$ cat src/rtl/joy_serial_scan.sv
// joy_serial_scan: 74HC165 chain scanner with cross-frame debounce, presence detect and frame strobe.
// Optional JOY_SCAN_SOCD_EN clears opposing up/down and left/right pairs at commit.
module joy_serial_scan #(
    parameter int PLAYERS         = 2,
    parameter int BITS_PER_PLAYER = 12,
    parameter int CLK_DIV         = 32,
    parameter int IDLE_CYCLES     = 256,
    parameter int DEBOUNCE        = 2
) (
    input  logic                    clk,
    input  logic                    RESET_L,
    input  logic                    enable,
    input  logic                    joy_data,
    output logic                    joy_clk,
    output logic                    joy_load,
    output logic [PLAYERS*16-1:0]   joystick,
    output logic [PLAYERS-1:0]      connected,
    output logic                    frame_done
);
    localparam int N    = PLAYERS * BITS_PER_PLAYER;
    localparam int CMAX = IDLE_CYCLES > CLK_DIV ? IDLE_CYCLES : CLK_DIV;
    localparam int CW   = $clog2(CMAX + 1);
    localparam int KW   = $clog2(N + 1);
    typedef enum logic [1:0] {IDLE, LOAD, SHIFT, COMMIT} state_t;
    state_t state, state_n;
    logic [CW-1:0] cnt, cnt_n;
    logic [KW-1:0] k, k_n;
    logic ph, ph_n;
    logic [N-1:0] raw, cand;
    logic [2:0] dcnt, dcnt_n;
    logic [PLAYERS-1:0] conn_n;
    logic [PLAYERS*16-1:0] joy_n;
    logic div_end;
    assign div_end = cnt == CW'(CLK_DIV - 1);
    // ph=0 is the low half of joy_clk, ph=1 the high half
    always_comb begin
        state_n = state;
        cnt_n   = cnt + CW'(1);
        k_n     = k;
        ph_n    = ph;
        case (state)
            IDLE: if (cnt == CW'(IDLE_CYCLES - 1)) begin
                cnt_n = cnt;
                if (enable) begin
                    state_n = LOAD;
                    cnt_n   = '0;
                end
            end
            LOAD: if (div_end) begin
                state_n = SHIFT;
                cnt_n   = '0;
                k_n     = '0;
                ph_n    = 1'b0;
            end
            SHIFT: if (div_end) begin
                cnt_n = '0;
                ph_n  = !ph;
                if (ph) begin
                    k_n = k + KW'(1);
                    if (k == KW'(N - 1)) state_n = COMMIT;
                end
            end
            default: begin
                state_n = IDLE;
                cnt_n   = '0;
            end
        endcase
    end
    // An all-pressed pad is impossible; it means the line is floating low
    always_comb begin
        dcnt_n = raw != cand ? 3'd1 : dcnt == 3'd7 ? dcnt : dcnt + 3'd1;
        conn_n = '0;
        joy_n  = '0;
        for (int p = 0; p < PLAYERS; p++) begin
            conn_n[p] = ~&raw[p*BITS_PER_PLAYER +: BITS_PER_PLAYER];
            joy_n[p*16 +: 16] = conn_n[p] ? 16'(raw[p*BITS_PER_PLAYER +: BITS_PER_PLAYER]) : 16'd0;
`ifdef JOY_SCAN_SOCD_EN
            if (BITS_PER_PLAYER >= 4) begin
                if (joy_n[p*16+3] && joy_n[p*16+2]) joy_n[p*16+2 +: 2] = 2'b00;
                if (joy_n[p*16+1] && joy_n[p*16]) joy_n[p*16 +: 2] = 2'b00;
            end
`endif
        end
    end
    // Sample k enters at the top and has reached raw[k] after all N shifts
    always_ff @(posedge clk or negedge RESET_L) begin
        if (!RESET_L) begin
            state      <= IDLE;
            cnt        <= '0;
            k          <= '0;
            ph         <= 1'b0;
            raw        <= '0;
            cand       <= '0;
            dcnt       <= '0;
            joystick   <= '0;
            connected  <= '0;
            joy_clk    <= 1'b1;
            joy_load   <= 1'b1;
            frame_done <= 1'b0;
        end else begin
            state      <= state_n;
            cnt        <= cnt_n;
            k          <= k_n;
            ph         <= ph_n;
            joy_clk    <= !(state_n == SHIFT && !ph_n);
            joy_load   <= state_n != LOAD;
            frame_done <= state_n == COMMIT;
            if (state == SHIFT && !ph && div_end) raw <= N'({~joy_data, raw} >> 1);
            if (state == COMMIT) begin
                cand      <= raw;
                dcnt      <= dcnt_n;
                connected <= conn_n;
                if (dcnt_n >= 3'(DEBOUNCE)) joystick <= joy_n;
            end
        end
    end
endmodule

$ cat config.mk
export PLATFORM = sky130hd
export DESIGN_NAME = joy_serial_scan
export DESIGN_NICKNAME = d
export VERILOG_FILES = /design/src/rtl/joy_serial_scan.sv
export SDC_FILE = /design/constraint.sdc
export NUM_CORES = 1
export LEC_CHECK = 0
export BUFFER_PORTS_ARGS = -buffer_cell sky130_fd_sc_hd__buf_2
export CAP_MARGIN = 5
export CORE_ASPECT_RATIO = 0.8
export CORE_MARGIN = 4
export CORE_UTILIZATION = 36
export CTS_CLUSTER_DIAMETER = 60
export DETAILED_ROUTE_END_ITERATION = 6
export PLACE_DENSITY = 0.51
export SLEW_MARGIN = 20
export SYNTH_ARGS = -nofsm -noshare
export SYNTH_HDL_FRONTEND = slang
export SYNTH_SLANG_ARGS = --single-unit
$ cat constraint.sdc
create_clock -name clk -period 3.5 [get_ports clk]
set_clock_uncertainty 0.15 [all_clocks]
set_input_delay 0.35 -clock clk [delete_from_list [all_inputs] [get_ports clk]]
set_output_delay 0.35 -clock clk [all_outputs]
set_load 0.01 [all_outputs]
Word-level counts from Yosys, hierarchy flattened
Cells that the tools add are included.

Logic and storage cells: 69. Input port bits: 4. Bits in registers: 105. Output and inout port bits: 37.

Bitwise operators: 1. Reductions and logical operators: 15. Equal/unequal tests: 15. $add $sub $neg: 3. Multiplexer cells: 22. Magnitude comparators: 1.

Operators with widths (count): 2-to-1 mux 9 bit (3); 2-to-1 mux 12 bit (2); != test 24 bit (1); AND reduction 12 bit (2); case mux 9 bit (2 select lines) (1); 2-to-1 mux 5 bit (3); 2-to-1 mux 2 bit (6); case mux 5 bit (2 select lines) (1); adder 9 x 1 -> 9 bit (second input constant) (1); equality test 9 x 5 -> 1 bit (second input constant) (1); equality test 9 x 8 -> 1 bit (second input constant) (1); equality test 2 bit (second input constant) (4); 2-to-1 mux 3 bit (2); != test 2 bit (second input constant) (3); case mux 2 bit (3 select lines) (1); adder 5 x 1 -> 5 bit (second input constant) (1); equality test 5 bit (second input constant) (1); zero test 1 bit (5); AND reduction 4 bit (1); adder 3 x 1 -> 3 bit (second input constant) (1); equality test 3 bit (second input constant) (1); >= comparator 3 x 2 -> 1 bit (second input constant) (1); logical AND 1 bit (3); != test 3 bit (second input constant) (1); 9 further kinds (10).

Logic depth before layout (Yosys ltp)
Gate-level depths: netlist (run 1).

Word-level depth: 8. Gate-level depth with buffers: 12. Depth with buffers taken out: 11.

Worst setup path before layout (run 1)
OpenSTA, ideal clock, no wires.

Path kind: register to register. Start: register cnt[0]. End: register cnt[5]. Stages on the path, launching flop included: 11. Setup slack: 1.007 ns. Required time: 3.267 ns. Library setup time: 0.083 ns. Path buffers: 0. Period minus slack after synthesis: 2.493 ns. Data arrival time: 2.260 ns. Cell sequence: dfrtp_1 > ha_1 > nand4_1 > nor2_1 > nand3_1 > inv_1 > ha_1 > nand2b_1 > a21o_1 > or4_2 > o21ai_0.

Word-level cells in the longest chain between the ends: 3. Elaborated cells between the ends (all ways): 7. Classes of those cells: 1 x add/sub; 3 x eq/ne; 3 x mux.

RTL lines: from (decl) (line 26) `logic [CW-1:0] cnt, cnt_n;`; from (signal assigned) (line 102) `cnt <= cnt_n;`; adder 9 x 1 -> 9 bit, or another cell as far along (line 38) `cnt_n = cnt + CW'(1);`; 2-to-1 mux 9 bit (on tied branches) (line 49, 55, 42); case mux 9 bit (2 select lines) (line 41) `case (state)`.

Several ways; a longest one is shown, not always the timed one. A chain may end at the register's enable or synchronous reset.

Worst setup path in the final report (run 1)
Same ends and word-level chain as after synthesis.

==> impl_metrics.tcl, run 1 <==
set metrics [dict create \
    outcome "finished clean" \
    clkPwrFrac 0.453 \
    hold_end "raw[23]" \
    synth_top_area_cell "dfrtp_1" \
    track_usage 0.128 \
    synth_edf_count 0 \
    finalCritPeriodShare 0.774 \
    yosysWarnings 0 \
    cts_root_buffer "clkbuf_16" \
    dp_hpwl_mm 6.05 \
    die_y_um 109 \
    clock_path_buffers 2 \
    sequentialPowerShare 0.521 \
    dr.pass1.iters 4 \
    cts_buffers 9 \
    rrSetupSlack_ns 0.79 \
    drtAntennaViolNets 0 \
    dieArea_mm2 0.0147 \
    relSlewSlack 0.535 \
    fmax_ghz 0.369 \
    drt-met1-wl_mm 4.23 \
    num_rows 36 \
    cts_tree "built" \
    grt_remaining_overflow 0 \
    place.port_buffers 32 \
    met3_length_um 310 \
    reg2reg_from "cnt[0]" \
    clkSlewWorstSetupHoldPaths_ns 0.07 \
    clock_latency_ns 0.34 \
    route.vias.total 2988 \
    drive_gt1_frac 0.212 \
    power_switching_uw 473 \
    fp.dieW_um 134 \
    syn_inst 402 \
    start_util 0.373 \
    syn_to_final_growth_pct 14.0 \
    setup_tns_ns 0 \
    antenna_found_initial 0 \
    top_layer "met4" \
    wl_per_cell_um 14.1 \
    drtIter0Drc 157 \
    rsz0062_at_grt "no" \
    tightest_slew_ns 0.695 \
    cp-start-kind "flop" \
    drc 0 \
    avgViaCountPerCell 4.86 \
    worstHoldStart "joy_data" \
    internal-power_mw 1.75 \
    place_congestion 0.750 \
    power_density_mw_per_mm2 423 \
    cp.arrival_ns 2.81 \
    critPathMaxFanout 5 \
    swShare 0.213 \
    seq_area_frac_synth 0.527 \
    synth_cell_types 45 \
    max-cap-violations 0 \
    htreeDepth 3 \
    critical_path_class "reg -> reg" \
    reg2reg_to "cnt[5]" \
    wl_met2_mm 4.03 \
    synth-seq-cells 97 \
    layout_min_cycle_time_ns 2.71 \
    final_nets 455 \
    synth_area_leaders "dfrtp_1 52%, mux2_2 7.8%, mux2i_1 5.2%, xnor2_1 4.6%, mux2_1 4.4%" \
    grt_max_degree 55 \
    async_flop_share 1.00 \
    p_leak_nw 2.61 \
    synth_commonest_cells "95 x dfrtp_1, 41 x nand2_1, 33 x inv_1" \
    ios 41 \
    synth.most_common_cell "dfrtp_1" \
    comb_power_share 0.026 \
    grt_pass1_wl_mm 15.0 \
    ys.flop_type "dfrtp_1" \
    finalSetupViolCount 0 \
    hold_viol_final 0 \
    core_area_mm2 0.0123 \
    cts.sinks 97 \
    routed_wl_mm 8.67 \
    diodes 0 \
    place_area_mm2 0.00493 \
    hold_path.class "in -> reg" \
    grt_pass1_vias 2993 \
    yosys.area.top_type_share 0.516 \
    required_ns 3.61 \
    ir_drop_mv 0.232 \
    fin_area_mm2 0.00525 \
    whs_path_depth 2 \
    synth.avg_cell_area_um2 11.5 \
    slew_violations 0 \
    worstRegToRegCells 10 \
    end_kind "flop" \
    netlist_area_mm2 0.00461 \
]
-- registers in the layout (all words and copies together) (netlist names) --
register	flops
cand	24
connected	2
joy_load	1
joystick	24
dcnt	3
cnt	9
k	5
raw	24
joy_clk	1
ph	1
frame_done	1
state	2
-- power groups by stage --
stage	logic [mW]	registers [mW]	clock network, mW
finish	0.0582	1.16	1.01
global route	0.0678	1.16	1.08
CTS	0.0604	1.15	1.04
detailed placement	0.0599	1.18	0
global placement	0.0584	1.18	0
floorplan	0.0328	1.17	0
-- through the flow --
| stage | power (mW) | hold WS (ns) | setup WS (ns) | utilization | cells |
|---|---|---|---|---|---|
| CTS | 2.25 | 0.0146 | 0.807 | 0.425 | 615 |
| global placement | 1.23 | 0.297 | 0.910 | 0.400 | 598 |
| detailed placement | 1.23 | 0.291 | 0.807 | 0.400 | 598 |
| global route | 2.31 | 0.0235 | 0.507 | 0.425 | 615 |
| floorplan | 1.20 | -0.0956 | 1.01 | - | 409 |
| finish | 2.22 | 0.0252 | 0.793 | 0.425 | 615 |
-- critical path, stage by stage (launching register included) --
cell and delay [ns]:
dfrtp_1 0.42, ha_1 0.26, nand4_1 0.24, nor2_1 0.09, nand3_1 0.12, inv_1 0.05
ha_1 0.20, nand2b_1 0.17, a21o_1 0.23, or4_2 0.60, o21ai_0 0.09
-- kinds of logic after synthesis --
kind of cell / Yosys count / share of synthesized area
simple gates: 99 / 0.110
fa+ha+maj: 12 / 0.0326
compound gates: 39 / 0.0508
other cells: 1 / 0.000814
mux: 74 / 0.174
flops: 97 / 0.527
buf+inv: 54 / 0.0549
xor+xnor: 26 / 0.0494
-- timing repair --
| action | in CTS | in global routing |
|---|---|---|
| hold buffers | 1 | 0 |
| hold endpoints to repair | 52 | 0 |
| buffers inserted | 0 | 0 |
| gates resized for setup | 0 | 0 |
-- cell type report --
| cell class | instances | area, µm² |
|---|---|---|
| multi-input combinational | 258 | 1950 |
| tap | 171 | 214 |
| clock buffer | 12 | 256 |
| inverter | 34 | 130 |
| clock inverter | 4 | 51.3 |
| timing repair buffer | 39 | 218 |
| fill | 1210 | 7090 |
| sequential | 97 | 2430 |
-- metal layers --
layer	vias to the layer above	global-route usage
met4	0	0.0371
met2	53	0.200
met5	-	0
met1	1494	0.177
met3	9	0.0318
li1	1432	-
-- placed cells by master (no fill, tap or decap), drive strengths merged, types with 2 or more instances in the layout --
cell,instances
o21ai,13
a31oi,3
conb,8
dfrtp,95
a21oi,12
mux2i,24
nand2,41
nor3,6
nand3,7
o31ai,2
nor2b,4
clkinv,2
or3,3
ha,12
clkbuf,12
or4,3
buf,38
a21o,2
inv,34
nand4,17
dfstp,2
mux2,50
xor2,2
or2,2
nor2,10
xnor2,24
nand2b,2
-- worst max path at each step --
| stage | start | end | slack (ns) | cells after the start |
|---|---|---|---|---|
| after global placement | cnt[0] | cnt[5] | 0.91 | 10 |
| after CTS | cnt[0] | cnt[5] | 0.81 | 10 |
| after detailed placement | cnt[0] | cnt[5] | 0.81 | 10 |
| final | cnt[0] | cnt[5] | 0.79 | 10 |
| after global routing | cnt[0] | cnt[4] | 0.51 | 11 |
| after floorplan | cnt[0] | cnt[5] | 1.01 | 10 |
Note: power is estimated with default switching activity, not from simulation.
==> run 2, diff against run 1 <==
==> constraint.sdc (replaced) <==
create_clock -name clk -period 2.5 [get_ports clk]
set_clock_uncertainty 0.15 [all_clocks]
set_input_delay 0.25 -clock clk [delete_from_list [all_inputs] [get_ports clk]]
set_output_delay 0.25 -clock clk [all_outputs]
set_load 0.01 [all_outputs]
==> impl_metrics.tcl, run 2 (synthesized netlist as in run 1, its figures left out) <==
set metrics [dict create \
    clkSlewWorstSetupHoldPaths_ns 0.06 \
    cp.arrival_ns 2.47 \
    power_density_mw_per_mm2 578 \
    end_kind "flop" \
    crit_path_end "cnt[5]" \
    dr.pass1.iters 4 \
    dp_hpwl_mm 6.06 \
    grt_max_degree 54 \
    drc 0 \
    fmax_ghz 0.424 \
    rrSetupSlack_ns 0.14 \
    cp-start-kind "flop" \
    grt_pass1_vias 3077 \
    layout_common_cells "95 x dfrtp_1, 41 x nand2_1, 33 x inv_1, 32 x mux2_2, 31 x buf_2" \
    fin_cells 631 \
    cts_tree "built" \
    grt_pass1_wl_mm 15.2 \
    largestRegisters "cand x24, joystick x24, raw x24" \
    setup.worst_path.start "cnt[0]" \
    syn_to_final_growth_pct 18.2 \
    max-cap-violations 0 \
    core_area_mm2 0.0123 \
    place_congestion 0.739 \
    hold_viol_final 0 \
    place_inst 612 \
    outcome "finished clean" \
    required_ns 2.61 \
    worstHoldStart "enable" \
    reg2reg_from "cnt[0]" \
    p_leak_nw 2.72 \
    layout_commonest_cell "dfrtp_1" \
    clock_path_buffers 2 \
    worst-path-stages 10 \
    worstPathBufferInverterCount 1 \
    routed_wl_mm 8.82 \
    wl_per_cell_um 14.0 \
    critPathMaxStageDelay_ns 0.60 \
    clock_latency_ns 0.34 \
    cts_root_buffer "clkbuf_16" \
    worstRegToRegCells 10 \
    final_nets 474 \
    drive_gt1_frac 0.248 \
    relSlewSlack 0.594 \
    finalCritPeriodShare 0.944 \
    diodes 0 \
    fp.dieW_um 134 \
    crit_top_cell "ha_2" \
    start_util 0.373 \
    worstPathCellList "ha_2 > nand4_1 > nor2_1 > nand3_1 > inv_1 > ha_2 > nand2b_4 > a21o_1 > or4_2 > o21ai_0" \
    tightest_slew_ns 0.609 \
    avgViaCountPerCell 4.75 \
    antenna_found_initial 0 \
    ir_drop_mv 0.340 \
    cts.sinks 97 \
    die_y_um 109 \
    layout_setup_ws_ns 0.140 \
    drtIter0Drc 104 \
    slew_violations 0 \
    pre_cts_ws_ns -0.00289 \
    track_usage 0.130 \
    hold_path.class "in -> reg" \
    grt_remaining_overflow 0 \
    ios 41 \
    num_rows 36 \
    cts_buffers 9 \
    rsz0062_at_grt "no" \
    critPathMaxFanout 4 \
    power_mw 3.15 \
    critical_path_class "reg -> reg" \
    reg2reg_to "cnt[5]" \
    place.port_buffers 32 \
    route.vias.total 2998 \
    drtAntennaViolNets 0 \
    htreeDepth 3 \
    cp_slowest_cell "or4_2" \
    cp_top_family "simple AND/OR/NAND/NOR gates" \
    finalSetupViolCount 0 \
    dieArea_mm2 0.0147 \
    layout_min_cycle_time_ns 2.36 \
]
-- run 2: changes by cell type in the layout (fill, tap and decap cells not counted), moves of 2 or more --
| cell | delta |
|---|---|
| ha_1 | -2 |
| buf_4 | +15 |
| ha_2 | +2 |
| buf_12 | +3 |
-- run 2: per-layer routing --
| layer | share of wire | GRT usage | up-vias |
|---|---|---|---|
| li1 | - | - | 1465 |
| met5 | 0 | 0 | - |
| met3 | 0.034 | 0.0364 | 10 |
| met4 | 0.012 | 0.0371 | 0 |
| met2 | 0.47 | 0.211 | 35 |
| met1 | 0.49 | 0.172 | 1488 |
-- run 2: layout make-up --
| class | count | area (µm²) |
|---|---|---|
| fill | 1210 | 6900 |
| tap | 171 | 214 |
| clock buffer | 10 | 239 |
| inverter | 34 | 130 |
| clock inverter | 3 | 67.6 |
| timing repair buffer | 58 | 400 |
| sequential | 97 | 2430 |
| multi-input combinational | 258 | 1970 |
-- run 2: worst min-delay path by stage --
stage / cells past startpoint / slack [ns] / to
floorplan: 0 / -0.20 / cand[0]
global route: 4 / 0.18 / cnt[0]
global placement: 1 / 0.15 / joystick[5]
finish: 4 / 0.16 / cnt[0]
CTS: 4 / 0.20 / cnt[0]
detailed placement: 1 / 0.16 / joystick[5]
-- run 2: per-stage QoR --
stage	TNS [ns]	cell area (µm²)	util	hold slack [ns]
5_1_grt	0	5450	0.441	0.181
3_5_place_dp	-0.00289	5070	0.411	0.157
2_1_floorplan	0	4630	-	-0.196
4_1_cts	0	5420	0.439	0.197
3_3_place_gp	0	5070	0.411	0.153
6_report	0	5450	0.441	0.156
-- run 2: power by group --
group | internal [mW] | leakage [nW] | total [mW] | switching [mW]
sequential | 1.59 | 1.32 | 1.61 | 0.0243
clock | 0.887 | 0.147 | 1.45 | 0.563
combinational | 0.0279 | 1.25 | 0.0862 | 0.0583
-- run 2: worst register-to-register path, stage by stage, from the launching register on --
cell	delay (ns)
dfrtp_1	0.39
ha_2	0.21
nand4_1	0.12
nor2_1	0.06
nand3_1	0.10
inv_1	0.06
ha_2	0.18
nand2b_4	0.15
a21o_1	0.19
or4_2	0.60
o21ai_0	0.09
-- run 2: repair_timing --
| action | 4_1_cts | 5_1_grt |
|---|---|---|
| gates resized for setup | 0 | 4 |
| pin swaps | 1 | 1 |
| endpoints found under the setup margin | 1 | 5 |
| hold buffers | 2 | 0 |
| cloned | 0 | 0 |
| setup buffers | 2 | 2 |
| hold endpoints to repair | 45 | 0 |
==> run 3, diff against run 2 <==
--- a/config.mk
+++ b/config.mk
@@ -10,6 +10,7 @@
 export CORE_ASPECT_RATIO = 0.8
 export CORE_MARGIN = 4
 export CORE_UTILIZATION = 36
+export CTS_BUF_LIST = sky130_fd_sc_hd__clkbuf_4 sky130_fd_sc_hd__clkbuf_8
 export CTS_CLUSTER_DIAMETER = 60
 export DETAILED_ROUTE_END_ITERATION = 6
 export PLACE_DENSITY = 0.51
==> constraint.sdc (replaced) <==
create_clock -name clk -period 3.05 [get_ports clk]
set_clock_uncertainty 0.15 [all_clocks]
set_input_delay 0.305 -clock clk [delete_from_list [all_inputs] [get_ports clk]]
set_output_delay 0.305 -clock clk [all_outputs]
set_load 0.01 [all_outputs]
==> impl_metrics.tcl, run 3 (synthesized netlist as in run 1, its figures left out) <==
set metrics [dict create \
    place_area_mm2 0.00494 \
    htreeDepth 3 \
    critPathMaxFanout 5 \
    post-cts-setup-buffers 0 \
    route.vias.total 2945 \
    internal-power_mw 1.74 \
    final_nets 456 \
    layout_min_cycle_time_ns 2.75 \
    num_rows 36 \
    clock_latency_ns 0.36 \
    routed_wl_mm 8.66 \
    power_density_mw_per_mm2 438 \
    swShare 0.231 \
    grt_remaining_overflow 0 \
    rsz0062_at_grt "no" \
    tightest_slew_ns 0.668 \
    cts_tree "built" \
    drtAntennaViolNets 0 \
    setup_tns_ns 0 \
    slew_violations 0 \
    fillers 1215 \
    sequentialPowerShare 0.584 \
    fin_area_mm2 0.00517 \
    comb_power_share 0.030 \
    worstRegToRegCells 10 \
    die_y_um 109 \
    relSlewSlack 0.553 \
    clkPwrFrac 0.385 \
    reg2reg_from "cnt[0]" \
    power_switching_uw 524 \
    dieArea_mm2 0.0147 \
    place.port_buffers 32 \
    clock_path_buffers 2 \
    ios 41 \
    cts-resized-gates 0 \
    finalCritPeriodShare 0.903 \
    critPathMaxStageDelay_ns 0.43 \
    worstPathBufferInverterCount 1 \
    drive_gt1_frac 0.213 \
    setup.worst_path.start "cnt[0]" \
    worstPathCellList "ha_1 > nand4_1 > nor2_1 > nand3_1 > inv_1 > ha_1 > nand2b_1 > a21oi_1 > nand2_1 > o311ai_0" \
    antenna_found_initial 0 \
    worst-path-stages 10 \
    ir_drop_mv 0.281 \
    dp_hpwl_mm 5.96 \
    rrSetupSlack_ns 0.30 \
    fmax_ghz 0.363 \
    finalSetupViolCount 0 \
    cts_buffers 9 \
    grt_max_degree 80 \
    required_ns 3.14 \
    core_area_mm2 0.0123 \
    drc 0 \
    track_usage 0.129 \
    cts.sinks 97 \
    largestRegisters "cand x24, joystick x24, raw x24" \
    outcome "finished clean" \
    cp_top_family "simple AND/OR/NAND/NOR gates" \
    layout_commonest_cell "dfrtp_1" \
    holdBufCountCts 2 \
    avgViaCountPerCell 4.78 \
    grt_pass1_vias 2924 \
    hold_path.class "in -> async" \
    cp.arrival_ns 2.84 \
    layout_common_cells "95 x dfrtp_1, 41 x nand2_1, 33 x inv_1, 32 x mux2_2, 31 x buf_2" \
    cp_slowest_cell "dfrtp_1" \
    place_congestion 0.806 \
    max-cap-violations 0 \
    critical_path_class "reg -> reg" \
    crit_path_end "cnt[7]" \
    fp.dieW_um 134 \
    end_kind "flop" \
    crit_top_cell "ha_1" \
    reg2reg_to "cnt[7]" \
    syn_to_final_growth_pct 12.3 \
    wl_per_cell_um 14.1 \
    dr.pass1.iters 4 \
    cp-start-kind "flop" \
    grt_pass1_wl_mm 15.1 \
    diodes 0 \
    cts_root_buffer "clkbuf_8" \
    p_leak_nw 2.58 \
    start_util 0.373 \
    clkSlewWorstSetupHoldPaths_ns 0.10 \
    hold_viol_final 0 \
    drtIter0Drc 109 \
]
run 3: changes by cell type in the layout (fill, tap and decap cells not counted), sizes merged:
cell,change
buf,-18
bufinv,-1
clkbuf,+1
clkinv,+2
inv,+1
run 3: metrics by stage:
step	hold slack, ns	utilization	instances	power, mW	setup WS [ns]
4_1_cts	0.186	0.419	616	2.31	0.325
3_3_place_gp	0.0476	0.401	598	1.42	0.464
2_1_floorplan	-0.141	-	409	1.38	0.557
3_5_place_dp	0.0479	0.401	598	1.42	0.350
5_1_grt	0.197	0.419	616	2.37	0.0627
6_report	0.198	0.419	616	2.26	0.297
run 3: worst min-delay path by stage:
stage	cells after the start	start	slack (ns)	endpoint
6_report	2	RESET_L	0.20	joystick[4]
4_1_cts	2	RESET_L	0.19	joystick[4]
3_3_place_gp	1	RESET_L	0.05	joystick[5]
2_1_floorplan	0	RESET_L	-0.14	cand[0]
5_1_grt	2	RESET_L	0.20	joystick[4]
3_5_place_dp	1	RESET_L	0.05	joystick[4]
run 3: layout make-up:
type | count | area (µm²) | area share
Sequential cell | 97 | 2430 | 0.470
Multi-Input combinational cell | 258 | 1950 | 0.377
Timing Repair Buffer | 40 | 240 | 0.0464
Tap cell | 171 | 214 | 0.0414
Clock buffer | 11 | 145 | 0.0281
Inverter | 34 | 130 | 0.0252
Clock inverter | 5 | 63.8 | 0.0123
run 3: metal layers:
metal / track usage / up-vias / routed length, µm
met5: 0 / - / 0
met4: 0.0378 / 0 / 123
met3: 0.0351 / 10 / 344
met2: 0.199 / 50 / 4020
met1: 0.181 / 1443 / 4180
li1: - / 1442 / -
run 3: power groups by stage:
stage	sequential [mW]	combinational [mW]	clock, mW
after floorplan	1.34	0.0376	0
after global placement	1.35	0.0680	0
after detailed placement	1.35	0.0695	0
after CTS	1.32	0.0713	0.914
after global routing	1.33	0.0810	0.965
final	1.32	0.0689	0.873
